File: config.mk
export PLATFORM = sky130hd
export DESIGN_NAME = sal_ref_ctrl
export DESIGN_NICKNAME = d
export VERILOG_FILES = /design/src/rtl/sal_ref_ctrl.sv
export SDC_FILE = /design/constraint.sdc
export NUM_CORES = 1
export LEC_CHECK = 0
export CAP_MARGIN = 20
export CORE_MARGIN = 3
export CORE_UTILIZATION = 40
export CTS_CLUSTER_DIAMETER = 100
export DETAILED_ROUTE_END_ITERATION = 12
export HOLD_SLACK_MARGIN = 0.15
export PLACE_DENSITY = 0.62
export RECOVER_POWER = 25
export SKIP_LAST_GASP = 1
export SLEW_MARGIN = 20
export SYNTH_ARGS = -nofsm -noshare
export SYNTH_HDL_FRONTEND = slang
export SYNTH_SLANG_ARGS = --single-unit
File: constraint.sdc
create_clock -name clk -period 2.7 [get_ports clk]
set_clock_uncertainty 0.15 [all_clocks]
set_input_delay 0.54 -clock clk [delete_from_list [all_inputs] [get_ports clk]]
set_output_delay 0.54 -clock clk [all_outputs]
set_load 0.01 [all_outputs]
File: src/rtl/sal_ref_ctrl.sv
// All-bank refresh controller: tREFI interval ticks, postponed-refresh count, bank req/gnt, REF issue, tRFC hold.
// Latency: tick at T -> pend_cnt_o at T+1 -> ref_req_o at T+2; full grant at G -> ref_cmd_valid_o at G+1.
// Backpressure: ref_cmd_valid_o holds until ref_cmd_ready_i; partial grants stall REQ indefinitely.
module sal_ref_ctrl #(
  parameter int BK_CNT   = 8,
  parameter int TREFI_W  = 16,
  parameter int TRFC_W   = 10,
  parameter int MAX_PEND = 8
) (
  input  logic               clk,
  input  logic               rst_n,
  input  logic               ref_en_i,
  input  logic [TREFI_W-1:0] t_refi_i,
  input  logic [TRFC_W-1:0]  t_rfc_i,
  output logic [BK_CNT-1:0]  ref_req_o,
  input  logic [BK_CNT-1:0]  ref_gnt_i,
  output logic               ref_cmd_valid_o,
  input  logic               ref_cmd_ready_i,
  output logic               ref_busy_o,
  output logic [3:0]         pend_cnt_o,
  output logic               ref_ovf_o
);

  typedef enum logic [1:0] {
    ST_IDLE = 2'd0,
    ST_REQ  = 2'd1,
    ST_CMD  = 2'd2,
    ST_WAIT = 2'd3
  } state_t;

  localparam logic [3:0] PEND_MAX = 4'(MAX_PEND);

  state_t              state;
  state_t              state_nxt;
  logic [TRFC_W-1:0]   rfc_cnt;
  logic [TRFC_W-1:0]   rfc_nxt;
  logic [TREFI_W-1:0]  ivl_cnt;
  logic                ivl_loaded;
  logic [TREFI_W-1:0]  ivl_reload;
  logic [TREFI_W-1:0]  ivl_eff;
  logic                tick;
  logic                cmd_hs;

  // An interval below 2 would tick every cycle or never; clamp it to 2.
  assign ivl_reload = (t_refi_i < TREFI_W'(2)) ? TREFI_W'(1) : (t_refi_i - TREFI_W'(1));
  // Until the counter has run at least one enabled cycle it reads as the reload value,
  // which keeps the reset value constant while still tracking t_refi_i.
  assign ivl_eff    = ivl_loaded ? ivl_cnt : ivl_reload;
  assign cmd_hs     = ref_cmd_valid_o & ref_cmd_ready_i;

  // Interval counter: count down while enabled, register a one-cycle tick at zero and reload.
  always_ff @(posedge clk or negedge rst_n) begin
    if (!rst_n) begin
      ivl_cnt    <= '0;
      ivl_loaded <= 1'b0;
      tick       <= 1'b0;
    end else if (ref_en_i) begin
      ivl_loaded <= 1'b1;
      tick       <= (ivl_eff == '0);
      ivl_cnt    <= (ivl_eff == '0) ? ivl_reload : (ivl_eff - TREFI_W'(1));
    end else begin
      ivl_loaded <= 1'b0;
      tick       <= 1'b0;
      ivl_cnt    <= ivl_reload;
    end
  end

  // Pending counter: ticks add, REF handshakes remove, saturate at MAX_PEND with a sticky overflow.
  always_ff @(posedge clk or negedge rst_n) begin
    if (!rst_n) begin
      pend_cnt_o <= '0;
      ref_ovf_o  <= 1'b0;
    end else begin
      if (tick && (pend_cnt_o == PEND_MAX)) begin
        ref_ovf_o <= 1'b1;
      end
      if (tick && !cmd_hs && (pend_cnt_o != PEND_MAX)) begin
        pend_cnt_o <= pend_cnt_o + 4'd1;
      end else if (cmd_hs && !tick) begin
        pend_cnt_o <= pend_cnt_o - 4'd1;
      end
    end
  end

  // Next-state logic: IDLE -> REQ on pending work, REQ -> CMD on full grant, CMD -> WAIT on accept, WAIT for tRFC.
  always_comb begin
    state_nxt = state;
    rfc_nxt   = rfc_cnt;
    unique case (state)
      ST_IDLE: begin
        if (pend_cnt_o != '0) begin
          state_nxt = ST_REQ;
        end
      end
      ST_REQ: begin
        if (&ref_gnt_i) begin
          state_nxt = ST_CMD;
        end
      end
      ST_CMD: begin
        if (ref_cmd_ready_i) begin
          state_nxt = ST_WAIT;
          rfc_nxt   = t_rfc_i;
        end
      end
      ST_WAIT: begin
        // A loaded value of 0 or 1 both give a single WAIT cycle.
        if (rfc_cnt <= TRFC_W'(1)) begin
          state_nxt = ST_IDLE;
        end else begin
          rfc_nxt = rfc_cnt - TRFC_W'(1);
        end
      end
      default: begin
        state_nxt = ST_IDLE;
      end
    endcase
  end

  // State, tRFC counter and outputs registered from the next state so every output is a flop.
  always_ff @(posedge clk or negedge rst_n) begin
    if (!rst_n) begin
      state           <= ST_IDLE;
      rfc_cnt         <= '0;
      ref_req_o       <= '0;
      ref_cmd_valid_o <= 1'b0;
      ref_busy_o      <= 1'b0;
    end else begin
      state           <= state_nxt;
      rfc_cnt         <= rfc_nxt;
      ref_req_o       <= {BK_CNT{(state_nxt != ST_IDLE)}};
      ref_cmd_valid_o <= (state_nxt == ST_CMD);
      ref_busy_o      <= (state_nxt != ST_IDLE);
    end
  end

endmodule

==> flow_summary_export.csv <==
group,metric,value,unit
status,status,"finished, violations left",
status,violations,"max-capacitance violations, max-slew violations, negative setup slack",
global_route,grt_pass1_wl,18.3,mm
clock_tree,clk_pin_slew,0.08,ns
setup_path,worst_ep_required_time,2.76,ns
sta,hold_violations,0,
clock_tree,cts_max_path_buffers,2,
yosys,synth.most_common_cell,"nor2_1",
global_route,grt_pass1_vias,3809,
detailed_routing,drt-initial-drc-count,183,
yosys,synth_edf_count,0,
setup_path,path_delay_family,"compound AO/OA/AOI/OAI gates",
cells_and_area,diodes,0,
clock_tree,h-tree-depth,2,
sta,period_share,113,%
setup_path,crit_path_start_kind,"primary input",
cells_and_area,nets,596,
worst_hold_path,hold_depth,1,
sta,slew_viol_final,38,
setup_path,cp_slowest_stage_delay,0.45,ns
worst_hold_path,whs_endpoint,"ref_ovf_o",
setup_path,worstSetupPathType,"in -> reg",
worst_hold_path,holdCritStartpoint,"ref_ovf_o",
detailed_routing,drc_errors,0,
power_and_ir_drop,switching_share,37.7,%
setup_path,crit_fanout,5,
job,cap_violations,1,
floorplan,dieArea,9320,um2
yosys,async_reset_ff_share,100,%
sta,worst_pin_slew,2.01,ns
floorplan,die_h,96.5,um
clock_tree,cts_buffers,5,
power_and_ir_drop,leakagePower,2.15,nW
yosys,synth_ff_type,"dfrtp_1",
detailed_routing,dr.pass1.iters,5,
cells_and_area,areaGrowthSynthToFinish,61.5,%
power_and_ir_drop,cellInternalPower,1.62,mW
yosys,synth_cell_types,71,
sta,fin_crit,3.06,ns
cells_and_area,drive_gt1_share,40.1,%
floorplan,start_util,41.8,%
detailed_routing,routed-via-count,3805,
sta,setup_viol,16,
global_route,grt_overflow,0,
setup_path,worst_setup_path_end_kind,"flip-flop",
clock_tree,tritoncts,"built",
placed_design,io_buffers,52,
placed_design,dpl_worst_slack,-0.918,ns
global_route,grt_usage,25.5,%
power_and_ir_drop,p_switching,0.980,mW
yosys,syn_area_per_cell,8.10,um2
detailed_routing,drtAntennaViolNets,0,
global_route,antenna_found_initial,0,
setup_path,crit_buf_inv,5,
placed_design,dp.final_hpwl,7.67,mm
power_and_ir_drop,p_comb_share,47.1,%
floorplan,io_pins,53,
placed_design,place_congestion,0.870,
worst_hold_path,hold_class,"reg -> reg",
power_and_ir_drop,vdd_drop_max,312,uV
yosys,synth_fp_nets,451,
setup_path,ff2ff_path_depth,9,
floorplan,core-area,7850,um2
yosys,yosysTopAreaCell,"dfrtp_1",
setup_path,worstReg2RegStart,"ivl_loaded",
setup_path,cp_slowest_cell,"a221o_2",
yosys,synth-seq-cells,37,
cells_and_area,ff_latch_area,926,um2
sta,max_slew_margin,-33.7,%
setup_path,arrival,3.13,ns
clock_tree,clock-root-buffer,"clkbuf_8",
sta,fin_ws,-0.364,ns
detailed_routing,routedWlPerCell,17.9,um
yosys,synthTopCellsByArea,"dfrtp_1, nor2_1, o21ai_0",
power_and_ir_drop,powerDensity,491,nW/um2
yosys,synth_top_area_share,28.2,%
floorplan,die_w,96.5,um
cells_and_area,fill_cells,630,
yosys,synth_warnings,0,
yosys,ys_seq_area_share,28.2,%
power_and_ir_drop,seq_power_share,33.0,%
sta,rsz0062_at_grt,"yes",
cells_and_area,multi_input_area,2570,um2
setup_path,regToRegSetupSlack,-0.15,ns
detailed_routing,viasPerCell,5.83,
yosys,synth_common_cells,"nor2_1, dfrtp_1, o21ai_0",
setup_path,cp_cell_sequence,"buf_8, buf_6, buf_6, buf_4, nor3_1, nand4_1, a221o_2, nor2b_2, buf_4, o211ai_1, a211o_1, a21o_1, a22oi_1",
sta,max_freq,326,MHz
detailed_routing,drt_wl_total,11.7,mm
global_route,grt_max_degree,38,
yosys,syn_inst,405,
floorplan,rows,32,
power_and_ir_drop,power,2.60,mW
clock_tree,clk_latency,0.30,ns
setup_path,r2r_end,"ivl_cnt[11]",
power_and_ir_drop,pwr-share-clk,19.9,%
clock_tree,clkSinkCount,37,
yosys,syn_area,3280,um2
-- cell families after synthesis --
kind of cell,after synthesis,synth area share [%]
buffers and inverters,44,6.87
adders and majority gates,8,3.28
muxes,6,1.95
xor gates and xnor gates,19,5.07
AOI/OAI and AO/OA,141,30.8
DFF,37,28.2
and+or+nand+nor,150,23.8
-- metrics by stage --
stage	hold slack, ns	std cells	instance area [um2]	util [%]	setup TNS (ns)
final	0.318	653	5300	67.5	-4.14
after global routing	0.362	653	5300	67.5	-5.86
after CTS	0.225	653	5170	65.9	-2.22
after detailed placement	0.305	615	4520	57.5	-13.87
after global placement	0.305	615	4520	57.5	-12.95
after floorplan	0.0944	405	3390	-	-5.77
-- area by class of cell --
cell class	count	area share (%)
Clock buffer	6	1.56
Clock inverter	2	0.709
Tap cell	102	2.41
Timing Repair Buffer	170	28.4
Sequential cell	37	17.5
Multi-Input combinational cell	324	48.6
Inverter	12	0.851
-- cell usage in the layout, fill, tap and decap left out, types with 3 or more instances in the layout --
| cell type | synthesis | routed |
|---|---|---|
| a31oi_1 | 7 | 6 |
| dfrtp_1 | 37 | 37 |
| nor4_4 | 2 | 5 |
| nor4_1 | 8 | 5 |
| o21a_1 | 3 | 3 |
| o22ai_2 | 0 | 3 |
| inv_1 | 12 | 9 |
| o31ai_4 | 1 | 3 |
| o21ai_2 | 0 | 4 |
| a21oi_1 | 27 | 21 |
| a22oi_1 | 11 | 9 |
| buf_8 | 0 | 4 |
| o22a_1 | 3 | 3 |
| ha_1 | 7 | 4 |
| buf_4 | 9 | 100 |
| inv_2 | 0 | 3 |
| xnor2_1 | 8 | 8 |
| nand2_1 | 29 | 28 |
| xor2_1 | 11 | 11 |
| nand4_1 | 4 | 4 |
| nor3b_1 | 5 | 4 |
| a2bb2oi_2 | 0 | 3 |
| or4_4 | 2 | 4 |
| clkdlybuf4s50_1 | 0 | 34 |
| clkbuf_8 | 0 | 6 |
| a21oi_2 | 2 | 8 |
| nor2_1 | 48 | 43 |
| o21ai_1 | 4 | 5 |
| o211ai_1 | 4 | 4 |
| a21o_1 | 7 | 7 |
| o21ai_0 | 33 | 28 |
| buf_6 | 3 | 15 |
| nand2b_1 | 5 | 5 |
| nor3_1 | 19 | 16 |
| buf_2 | 3 | 7 |
| nand3_1 | 6 | 4 |
| nor2_2 | 0 | 3 |
-- power groups by stage --
stage	combinational [mW]	sequential, mW	clock [mW]
floorplan	0.683	0.831	0
global placement	1.06	0.858	0
detailed placement	1.09	0.864	0
CTS	1.18	0.854	0.526
global route	1.34	0.887	0.554
finish	1.22	0.858	0.517
-- state kept, by name, indices dropped and copies added (netlist names) --
signal / count
pend_cnt_o: 4
ref_busy_o: 1
ivl_loaded: 1
rfc_cnt: 10
state: 2
ivl_cnt: 16
tick: 1
ref_cmd_valid_o: 1
ref_ovf_o: 1
-- routing by layer --
layer  up-vias  global-route usage (%)  part of all wire, %
met2       137                    44.3                   50
li1       1798                       -                    -
met5         -                       0                    0
met3        33                    5.19                  6.2
met1      1837                    31.1                   41
met4         0                    9.70                  2.7
-- what timing repair did --
| item | in CTS | in global routing |
|---|---|---|
| resized for setup | 128 | 30 |
| buffers inserted | 27 | 3 |
| setup endpoints to repair | 17 | 17 |
| endpoints found under the hold margin | 0 | 0 |
| pin swaps | 41 | 17 |
| hold buffers | 0 | 0 |
| gates cloned | 4 | 0 |
-- how the worst max path moves through the flow --
stage                start           to  cells after the start
2_1_floorplan  t_refi_i[6]  ivl_cnt[12]                     15
3_3_place_gp   t_refi_i[1]   ivl_cnt[9]                     12
3_5_place_dp   t_refi_i[5]  ivl_cnt[12]                     10
4_1_cts        t_refi_i[4]  ivl_cnt[13]                     14
5_1_grt        t_refi_i[9]  ivl_cnt[12]                     15
6_report       t_refi_i[4]  ivl_cnt[14]                     13
Note: power is estimated with default switching activity, not from simulation.
